==> src/rtl/uart_bus_master.sv <==
// UART-driven bus initiator: decodes 'R'/'W' byte frames into single bus cycles
// and answers with a status byte (plus read data) over the UART transmitter.
module uart_bus_master #(
  parameter int ACK_TIMEOUT    = 1024,
  parameter int RX_GAP_TIMEOUT = 5000000
) (
  input  logic        clk,
  input  logic        RSTN,
  input  logic [7:0]  rx_data,
  input  logic        rx_done,
  output logic [7:0]  tx_data,
  output logic        tx_start,
  input  logic        tx_busy,
  input  logic        tx_done,
  output logic        STB,
  output logic        WE,
  output logic [31:0] ADDR,
  output logic [31:0] DAT_O,
  input  logic [31:0] DAT_I,
  input  logic        ACK,
  output logic        busy
);

  localparam int AW = $clog2(ACK_TIMEOUT + 1);
  localparam int GW = $clog2(RX_GAP_TIMEOUT + 1);
  localparam logic [AW-1:0] ACK_LAST = AW'(ACK_TIMEOUT - 1);
  localparam logic [GW-1:0] GAP_LAST = GW'(RX_GAP_TIMEOUT - 1);

  localparam logic [7:0] OP_R    = 8'h52;
  localparam logic [7:0] OP_W    = 8'h57;
  localparam logic [7:0] RSP_OK  = 8'h4B;
  localparam logic [7:0] RSP_ERR = 8'h45;
  localparam logic [7:0] RSP_BAD = 8'h3F;

  typedef enum logic [2:0] {S_IDLE, S_ADDR, S_DATA, S_BUS, S_RESP} state_t;

  state_t          state;
  logic            op_wr;
  logic [1:0]      byte_cnt;
  logic [GW-1:0]   gap_cnt;
  logic [AW-1:0]   ack_cnt;
  logic [31:0]     addr_sr;
  logic [31:0]     data_sr;
  logic [39:0]     resp_sr;
  logic [2:0]      resp_left;
  logic            tx_wait;

  assign busy = (state != S_IDLE);

  always_ff @(posedge clk or negedge RSTN) begin
    if (!RSTN) begin
      state     <= S_IDLE;
      op_wr     <= 1'b0;
      byte_cnt  <= 2'd0;
      gap_cnt   <= '0;
      ack_cnt   <= '0;
      addr_sr   <= 32'h0;
      data_sr   <= 32'h0;
      resp_sr   <= 40'h0;
      resp_left <= 3'd0;
      tx_wait   <= 1'b0;
      tx_data   <= 8'h0;
      tx_start  <= 1'b0;
      STB       <= 1'b0;
      WE        <= 1'b0;
      ADDR      <= 32'h0;
      DAT_O     <= 32'h0;
    end else begin
      tx_start <= 1'b0;
      case (state)
        S_IDLE: begin
          byte_cnt <= 2'd0;
          gap_cnt  <= '0;
          tx_wait  <= 1'b0;
          if (rx_done) begin
            if (rx_data == OP_R || rx_data == OP_W) begin
              op_wr <= (rx_data == OP_W);
              state <= S_ADDR;
            end else begin
              resp_sr   <= {RSP_BAD, 32'h0};
              resp_left <= 3'd1;
              state     <= S_RESP;
            end
          end
        end

        // A byte arriving on the expiry cycle wins over the gap timeout.
        S_ADDR, S_DATA: begin
          if (rx_done) begin
            gap_cnt  <= '0;
            byte_cnt <= byte_cnt + 2'd1;
            if (state == S_ADDR) addr_sr <= {addr_sr[23:0], rx_data};
            else                 data_sr <= {data_sr[23:0], rx_data};
            if (byte_cnt == 2'd3) begin
              if (state == S_ADDR && op_wr) begin
                state <= S_DATA;
              end else begin
                state   <= S_BUS;
                STB     <= 1'b1;
                WE      <= op_wr;
                ack_cnt <= '0;
                ADDR    <= (state == S_ADDR) ? {addr_sr[23:0], rx_data} : addr_sr;
                DAT_O   <= (state == S_DATA) ? {data_sr[23:0], rx_data} : 32'h0;
              end
            end
          end else if (gap_cnt == GAP_LAST) begin
            state <= S_IDLE;
          end else begin
            gap_cnt <= gap_cnt + 1'b1;
          end
        end

        S_BUS: begin
          if (ACK || ack_cnt == ACK_LAST) begin
            STB   <= 1'b0;
            WE    <= 1'b0;
            ADDR  <= 32'h0;
            DAT_O <= 32'h0;
            state <= S_RESP;
            if (!ACK) begin
              resp_sr   <= {RSP_ERR, 32'h0};
              resp_left <= 3'd1;
            end else if (op_wr) begin
              resp_sr   <= {RSP_OK, 32'h0};
              resp_left <= 3'd1;
            end else begin
              resp_sr   <= {RSP_OK, DAT_I};
              resp_left <= 3'd5;
            end
          end else begin
            ack_cnt <= ack_cnt + 1'b1;
          end
        end

        // One byte in flight at a time; tx_data stays put until its tx_done.
        S_RESP: begin
          if (!tx_wait) begin
            if (!tx_busy) begin
              tx_start <= 1'b1;
              tx_data  <= resp_sr[39:32];
              tx_wait  <= 1'b1;
            end
          end else if (tx_done) begin
            tx_wait   <= 1'b0;
            resp_sr   <= {resp_sr[31:0], 8'h0};
            resp_left <= resp_left - 3'd1;
            if (resp_left == 3'd1) state <= S_IDLE;
          end
        end

        default: state <= S_IDLE;
      endcase
    end
  end

endmodule

==> config.mk <==
export PLATFORM = sky130hd
export DESIGN_NAME = uart_bus_master
export DESIGN_NICKNAME = d
export VERILOG_FILES = /design/src/rtl/uart_bus_master.sv
export SDC_FILE = /design/constraint.sdc
export NUM_CORES = 1
export LEC_CHECK = 0
export BUFFER_PORTS_ARGS = -buffer_cell sky130_fd_sc_hd__buf_2
export CORE_ASPECT_RATIO = 2
export CORE_MARGIN = 1.5
export CORE_UTILIZATION = 55
export DETAILED_ROUTE_END_ITERATION = 10
export PLACE_DENSITY = 0.76
export SLEW_MARGIN = 20
export SYNTH_ARGS = -nofsm -noshare
export SYNTH_HDL_FRONTEND = slang
export SYNTH_SLANG_ARGS = --single-unit
==> constraint.sdc <==
create_clock -name clk -period 2.64 [get_ports clk]
set_input_delay 0.396 -clock clk [delete_from_list [all_inputs] [get_ports clk]]
set_output_delay 0.396 -clock clk [all_outputs]
set_load 0.1 [all_outputs]
==> impl_metrics.csv, run 1 <==
group,metric,value,unit
outcome,status,"complete, no violations",
timing,setup_viol,0,
layout,area_growth,17.7,%
logic_synthesis,ys_warn_count,0,
pwr,peakVddDrop,0.731,mV
placement,place_congestion,0.859,
detailed_routing,wl_per_cell,18.1,µm
grt,overflow,0,
pwr,p_leak,0.00539,µW
floorplanning,die_y,190,µm
pwr,power,9310,µW
logic_synthesis,async_reset_ff_frac,1.00,
pwr,power_density,820,nW/µm²
detailed_routing,final_antenna_net_count,0,
detailed_routing,via_per_inst,5.87,
logic_synthesis,synth_seq_area_share,0.558,
grt,grt_pass1_wl,35600,µm
clocking,cts-root-buf,"clkbuf_16",
timing,finalClockSkew,11.7,ps
worst_setup_path,crit_fanout,32,
layout,final_core_util,0.661,
clocking,htreeDepth,1,
logic_synthesis,syn_nets,894,
clocking,post-cts-setup-buffers,0,
detailed_routing,drt-initial-drc-count,282,
grt,grt.total_usage,0.236,
floorplanning,die_w,96.6,µm
detailed_routing,dr.pass1.iters,5,
timing,timing.fmax,424,MHz
clocking,clk_pin_slew,70,ps
logic_synthesis,synth_top_family_by_area,"multiplexers",
detailed_routing,drt-total-wl,21500,µm
timing,holdWs,118,ps
worst_setup_path,cp.required,3020,ps
timing,finalCriticalPeriod,2360,ps
grt,grt_pass1_vias,7084,
logic_synthesis,syn_area,9650,µm²
clocking,clock_latency,500,ps
flow_run,cap_viol_max_count,0,
timing,finalHoldViolCount,0,
min_path,hp-class,"in2reg",
timing,rsz0062_at_grt,"no",
placement,port_buffers,121,
floorplanning,initial_utilization,0.561,
logic_synthesis,synthMuxAreaShare,0.148,
clocking,cts_tree,"built",
logic_synthesis,syn_area_per_cell,11.4,µm²
clocking,max-clock-path-buffers,3,
layout,layout-drive-gt1-share,0.296,
logic_synthesis,syn_inst,843,
logic_synthesis,ys.flop_type,"dfrtp_1",
timing,slew_violations,0,
detailed_routing,route.detailed.drc,0,
timing,slew_headroom,0.560,
layout,finalNetCount,1016,
worst_setup_path,cp.arrival,2740,ps
timing,worstMarginPinSlew,655,ps
floorplanning,design.core.area,17200,µm²
grt,grt_max_degree,83,
worst_setup_path,crit_path_end_kind,"flip-flop",
logic_synthesis,synth_cell_types,54,
logic_synthesis,synth_edf_count,0,
placement,dp_hpwl,14600,µm
logic_synthesis,synth_seq_cells,215,
floorplanning,row_count,68,
clocking,cts_made_buffers,20,
logic_synthesis,synth_compound_area_frac,0.125,
timing,setup_tns,0,ps
worst_setup_path,crit_type,"reg2reg",
timing,post-route-period-util,0.894,
logic_synthesis,synth_xor_xnor_area_share,0.0200,
worst_setup_path,worstSetupStartpointType,"flip-flop",
layout,final_cell_mix,"dfrtp_1, buf_2, nand2_1",
logic_synthesis,synthSimpleGateAreaFrac,0.110,
detailed_routing,num_vias,6974,
grt,grt_antenna_before_repair,0,
floorplanning,dieArea,18400,µm²
worst_setup_path,r2r_cells,7,
min_path,min_path_cells,2,
logic_synthesis,synthAdderAreaFrac,0.00960,
layout,n_antenna_cell,0,
floorplanning,ios,122,
clocking,clkSinkCount,215,
layout,final_common_cell,"dfrtp_1",
## kinds of logic (layout without fill, tap and decap cells)
kind of cell	after synthesis	count (layout)
XOR/XNOR	22	22
AND/OR/NAND/NOR	224	224
multiplexers	131	131
flip-flops	215	215
buffers and inverters	67	203
AO/OA/AOI/OAI	176	176
adder cells (fa/ha/maj)	8	8
## routing by layer
| metal | routed length (µm) | GRT usage | vias to the layer above |
|---|---|---|---|
| li1 | - | - | 3250 |
| met1 | 8310 | 0.276 | 3497 |
| met2 | 11600 | 0.434 | 174 |
| met3 | 861 | 0.0345 | 53 |
| met4 | 716 | 0.0881 | 0 |
| met5 | 0 | 0 | - |
## Yosys cell counts (all sizes together) (4+ instances only)
cell type,number,area [µm²]
a211oi,8,60.1
a21o,6,45.0
a21oi,16,83.8
a22o,35,307
a31oi,5,31.3
and3,6,37.5
and4,6,52.6
buf,20,111
clkbuf,34,128
dfrtp,215,5380
ha,5,62.6
inv,13,48.8
mux2,92,1040
mux2i,39,390
nand2,119,447
nand2b,5,31.3
nand3,10,50.1
nand4,11,68.8
nor2,37,139
nor3,7,35.0
nor4,4,55.1
o21ai,54,270
o31ai,35,263
or3,4,25.0
xnor2,16,140
xor2,6,52.6
## flip-flops by register name, summed over array words and instances, names as in the netlist, 8 cells and up
| signal | flops |
|---|---|
| ADDR | 32 |
| DAT_O | 32 |
| ack_cnt | 11 |
| addr_sr | 32 |
| data_sr | 24 |
| gap_cnt | 23 |
| resp_sr | 40 |
| tx_data | 8 |
## through the flow
step                std cells  instance area, µm²  setup slack (ps)
global placement         1152               10600               126
floorplan                 843                9650               491
finish                   1189               11400               280
detailed placement       1152               10600              80.8
CTS                      1189               11400               283
global route             1189               11400               137
## where the power goes
group | internal, µW | switching [µW]
clock | 1810 | 1280
combinational | 767 | 1490
sequential | 3670 | 304
total | 6240 | 3070
## path summary, 6_finish.rpt
kind                            startpoint           to  slack [ps]
worst max-delay path            ack_cnt[0]  resp_sr[21]         280
worst min-delay path              DAT_I[5]   resp_sr[5]         120
worst max register to register  ack_cnt[0]  resp_sr[21]         280
worst min register to register   DAT_O[13]    DAT_O[13]         470
max in group asynchronous             RSTN    DAT_O[30]        1380
min in group asynchronous             RSTN     ADDR[15]         460
## what timing repair did
item	4_1_cts	5_1_grt
hold buffers	1	0
hold endpoints to repair	76	0
resized for setup	0	0
## area by class of cell
| class | instances | area, µm² |
|---|---|---|
| clock inverters | 9 | 115 |
| multi-input cells | 561 | 4010 |
| inverters | 13 | 48.8 |
| flip-flops and latches | 215 | 5380 |
| well taps | 210 | 263 |
| clock buffers | 27 | 598 |
| repair buffers | 154 | 941 |
| fillers | 1374 | 5830 |
## worst max-delay path: stages (launching register included)
cell	delay, ps
dfrtp_1	410
ha_1	220
and3_1	210
a31oi_1	390
o22ai_1	250
nand2_2	170
buf_12	210
mux2_2	360
No activity file was read; power rests on OpenSTA's default activity.
==> inputs of run 2 (changes only) <==
--- a/config.mk
+++ b/config.mk
@@ -11,6 +11,7 @@
 export CORE_UTILIZATION = 55
 export DETAILED_ROUTE_END_ITERATION = 10
 export PLACE_DENSITY = 0.76
+export RECOVER_POWER = 50
 export SLEW_MARGIN = 20
 export SYNTH_ARGS = -nofsm -noshare
 export SYNTH_HDL_FRONTEND = slang
==> run 2 against run 1 <==
- the run now ends with max-capacitance violations, max-slew violations left
- clock skew grew 2.5 ps
- first-iteration DRC count decreased by 6.7%
- flip-flop and latch count did not move
- worst hold slack is essentially flat
==> impl_metrics.csv, run 2 (synthesized netlist as in run 1, its figures left out) <==
group,metric,value,unit
outcome,status,"finished, violations left",
outcome,violations,"max-capacitance violations, max-slew violations",
timing,slew_headroom,-0.275,
worst_setup_path,path_buf_inv,2,
clocking,cts_resized,0,
worst_setup_path,r2r_cells,7,
clocking,max-clock-path-buffers,3,
grt,grt_max_degree,83,
timing,setup_viol,0,
clocking,cts-root-buf,"clkbuf_16",
grt,grt_pass1_vias,7084,
worst_setup_path,cp.arrival,2040,ps
clocking,post-cts-setup-buffers,0,
grt,grt_antenna_before_repair,0,
layout,final_cell_mix,"dfrtp_1, nand2_1, mux2_2",
grt,overflow,0,
timing,rsz0062_at_grt,"no",
detailed_routing,dr.pass1.iters,4,
pwr,comb_power_share,0.241,
worst_setup_path,crit_family,"buffers and inverters",
layout,largest_reg_flops,40,
clocking,clkSinkCount,215,
layout,layout-drive-gt1-share,0.259,
clocking,htreeDepth,1,
timing,slew_violations,81,
clocking,clk_pin_slew,70,ps
floorplanning,die_y,190,µm
timing,timing.fmax,411,MHz
layout,regMostFlops,"resp_sr",
worst_setup_path,worstSetupStartpointType,"flip-flop",
worst_setup_path,max_stage_delay,530,ps
min_path,hp-class,"in2reg",
floorplanning,row_count,68,
timing,finalHoldViolCount,0,
grt,grtUsageMet2,0.434,
flow_run,cap_viol_max_count,1,
worst_setup_path,crit_fanout,11,
detailed_routing,via_per_inst,5.82,
timing,setup_tns,0,ps
floorplanning,design.core.area,17200,µm²
pwr,power,9290,µW
placement,port_buffers,121,
detailed_routing,final_antenna_net_count,0,
grt,grt_pass1_wl,35600,µm
floorplanning,initial_utilization,0.561,
layout,fillers,1387,
clocking,clock_latency,500,ps
floorplanning,die_w,96.6,µm
grt,grt.total_usage,0.236,
worst_setup_path,crit_path_end_kind,"output pin",
worst_setup_path,crit_type,"reg2out",
timing,worstMarginPinSlew,1910,ps
worst_setup_path,worst-path-stages,3,
placement,dp_hpwl,14600,µm
pwr,p_sw,3070,µW
layout,finalNetCount,1016,
floorplanning,ios,122,
layout,n_antenna_cell,0,
pwr,seq_power_share,0.428,
pwr,p_leak,0.00523,µW
detailed_routing,wl_per_cell,18.2,µm
timing,finalClockSkew,14.2,ps
pwr,p_sw_frac,0.330,
pwr,power_density,822,nW/µm²
grt,use_met1,0.276,
timing,post-route-period-util,0.921,
grt,grt_use_met3,0.0345,
worst_setup_path,slowest_stage,"dfrtp_1",
detailed_routing,route.detailed.drc,0,
pwr,intPower,6220,µW
layout,area_growth,17.1,%
pwr,p_clk_frac,0.331,
timing,finalCriticalPeriod,2430,ps
placement,place_congestion,0.859,
worst_setup_path,cp.required,2240,ps
detailed_routing,num_vias,6921,
min_path,min_path_cells,2,
grt,busiest_layer,"met2",
detailed_routing,drt-total-wl,21600,µm
clocking,cts_tree,"built",
pwr,peakVddDrop,0.730,mV
floorplanning,dieArea,18400,µm²
clocking,cts_hold_buf,1,
detailed_routing,drt-initial-drc-count,263,
layout,final_common_cell,"dfrtp_1",
clocking,cts_made_buffers,20,
worst_setup_path,path_cells,"clkbuf_1 > or3_1 > buf_2",
-- run 2: path summary, 6_finish.rpt --
check,slack (ps),endpoint,start
max,210,busy,state[0]
min reg2reg,470,DAT_O[13],DAT_O[13]
max in group asynchronous,440,DAT_O[8],RSTN
min in group asynchronous,960,ADDR[15],RSTN
max reg2reg,290,resp_sr[21],ack_cnt[0]
min,120,resp_sr[5],DAT_I[5]
-- run 2: stage by stage --
| step | utilization | cells | hold WS (ps) | setup WS [ps] | instance area, µm² |
|---|---|---|---|---|---|
| 6_report | 0.657 | 1189 | 117 | 207 | 11300 |
| 5_1_grt | 0.657 | 1189 | 113 | 96.2 | 11300 |
| 4_1_cts | 0.661 | 1189 | 106 | 283 | 11400 |
| 3_5_place_dp | 0.619 | 1152 | 426 | 80.8 | 10600 |
| 3_3_place_gp | 0.619 | 1152 | 424 | 126 | 10600 |
| 2_1_floorplan | - | 843 | 100 | 491 | 9650 |
-- run 2: power by group through the flow --
stage	Clock, µW	Sequential (µW)	Combinational, µW
floorplan	0	4400	1180
global placement	0	4010	2230
detailed placement	0	4030	2250
CTS	3150	3970	2270
global route	3270	4020	2400
finish	3080	3970	2240
-- run 2: routing by layer --
layer	part of all wire	up-vias	routed length [µm]
met5	0	-	0
met1	0.39	3472	8490
met2	0.54	159	11700
li1	-	3250	-
met4	0.030	0	643
met3	0.035	40	746
-- run 2: layout make-up --
type / count / area (µm²) / area share
Clock buffer: 27 / 598 / 0.0529
Clock inverter: 9 / 115 / 0.0102
Inverter: 13 / 48.8 / 0.00432
Multi-Input combinational cell: 561 / 4010 / 0.355
Sequential cell: 215 / 5380 / 0.476
Tap cell: 210 / 263 / 0.0233
Timing Repair Buffer: 154 / 881 / 0.0780
==> inputs of run 3 (changes only) <==
--- a/config.mk
+++ b/config.mk
@@ -6,7 +6,7 @@
 export NUM_CORES = 1
 export LEC_CHECK = 0
 export BUFFER_PORTS_ARGS = -buffer_cell sky130_fd_sc_hd__buf_2
-export CORE_ASPECT_RATIO = 2
+export CORE_ASPECT_RATIO = 1.75
 export CORE_MARGIN = 1.5
 export CORE_UTILIZATION = 55
 export DETAILED_ROUTE_END_ITERATION = 10
==> run 3 against run 2 <==
- count of clock-buffer cells in the layout is 1 higher
- die area barely moved
- largest power group unchanged
- largest cell class unchanged
- utilization increased by 0.61 points
- register-to-register slack improved by 30 ps
- worst hold slack worse by 7.4 ps
- the run still ends with max-capacitance violations, max-slew violations left
- final cell count rose by 1.2%
- highest routed layer unchanged
==> impl_metrics.csv, run 3 (synthesized netlist as in run 1, its figures left out) <==
group,metric,value,unit
layout,area_growth,17.1,%
floorplanning,die_w,103,µm
min_path,hp-class,"in2reg",
layout,finalNetCount,1016,
worst_setup_path,rr_startpoint,"state[0]",
clocking,post-cts-setup-buffers,0,
worst_setup_path,crit_fanout,10,
timing,setup_tns,0,ps
min_path,min_from,"DAT_I[7]",
worst_setup_path,critPathLaunch,"state[0]",
worst_setup_path,cp.required,2240,ps
clocking,max-clock-path-buffers,3,
pwr,p_leak,0.00522,µW
floorplanning,design.core.area,17000,µm²
layout,largest_reg_flops,40,
pwr,peakVddDrop,0.591,mV
layout,design_area,11300,µm²
clocking,cts_made_buffers,21,
timing,slew_headroom,-0.246,
layout,final_cell_mix,"dfrtp_1, nand2_1, mux2_2",
clocking,cts_hold_buf,1,
grt,grt_pass1_wl,34300,µm
clocking,cts_resized,0,
floorplanning,initial_utilization,0.567,
detailed_routing,via_per_inst,5.69,
detailed_routing,dr.pass1.iters,4,
outcome,violations,"max-capacitance violations, max-slew violations",
timing,slew_violations,67,
placement,postPlaceCellArea,10700,µm²
grt,grt_max_degree,71,
timing,finalClockSkew,13.4,ps
grt,grt_pass1_vias,6880,
layout,final_common_cell,"dfrtp_1",
detailed_routing,drt-total-wl,20900,µm
layout,n_antenna_cell,0,
placement,port_buffers,121,
detailed_routing,drt-initial-drc-count,301,
detailed_routing,final_antenna_net_count,0,
clocking,cts-root-buf,"clkbuf_16",
timing,finalCriticalPeriod,2420,ps
grt,overflow,0,
flow_run,cap_viol_max_count,1,
timing,setup_slack,224,ps
worst_setup_path,crit_path_end_kind,"output pin",
clocking,htreeDepth,1,
floorplanning,row_count,63,
worst_setup_path,crit_type,"reg2out",
worst_setup_path,cp.arrival,2020,ps
timing,timing.fmax,414,MHz
timing,worstMarginPinSlew,1870,ps
timing,rsz0062_at_grt,"no",
placement,place_congestion,0.880,
layout,layout-drive-gt1-share,0.252,
worst_setup_path,worstSetupStartpointType,"flip-flop",
grt,grt.total_usage,0.237,
layout,fillers,1349,
placement,pre_cts_ws,116,ps
timing,finalHoldViolCount,0,
detailed_routing,wl_per_cell,17.4,µm
layout,regMostFlops,"resp_sr",
floorplanning,dieArea,18400,µm²
pwr,power_density,815,nW/µm²
outcome,status,"finished, violations left",
grt,grt_antenna_before_repair,0,
clocking,clk_pin_slew,70,ps
timing,setup_viol,0,
clocking,clock_latency,500,ps
timing,post-route-period-util,0.915,
placement,dp_hpwl,14400,µm
floorplanning,die_y,178,µm
floorplanning,ios,122,
pwr,power,9210,µW
detailed_routing,num_vias,6842,
detailed_routing,route.detailed.drc,0,
clocking,cts_tree,"built",
clocking,clkSinkCount,215,
==> run 3: final cells by class <==
type	count	area, µm²	share of cell area
multi-input cells	561	4010	0.355
well taps	227	284	0.0251
clock inverters	6	83.8	0.00742
clock buffers	28	582	0.0515
repair buffers	153	906	0.0802
inverters	13	48.8	0.00432
flip-flops and latches	215	5380	0.476
==> run 3: final timing paths <==
path	to	slack [ps]	cells after the start
hold reg to reg	DAT_O[3]	470	2
hold / removal	resp_sr[7]	110	2
setup / recovery	busy	220	3
max in group asynchronous	resp_left[2]	580	2
setup reg to reg	DAT_O[16]	320	7
min in group asynchronous	ADDR[31]	950	2
==> run 3: metrics by stage <==
stage               utilization  cells  hold slack (ps)
floorplan                     -    843              100
global placement          0.628   1168              399
detailed placement        0.628   1168              398
CTS                       0.667   1203             99.8
global route              0.663   1203              107
finish                    0.663   1203              110
==> run 3: critical path: stages, from the launching register on <==
cell and delay [ps]:
dfrtp_1 500, clkbuf_1 350, or3_1 230, buf_2 440
==> run 3: routing by layer <==
layer	global-route usage	vias to the layer above	routed length, µm
li1	-	3263	-
met1	0.287	3358	8280
met2	0.430	177	11200
met3	0.0321	44	907
met4	0.0693	0	505
met5	0	-	0
==> run 3: report_power, final <==
group          total (µW)  switching [µW]  internal [µW]
combinational        2250            1460            792
clock                2960            1220           1740
sequential           4000             333           3670
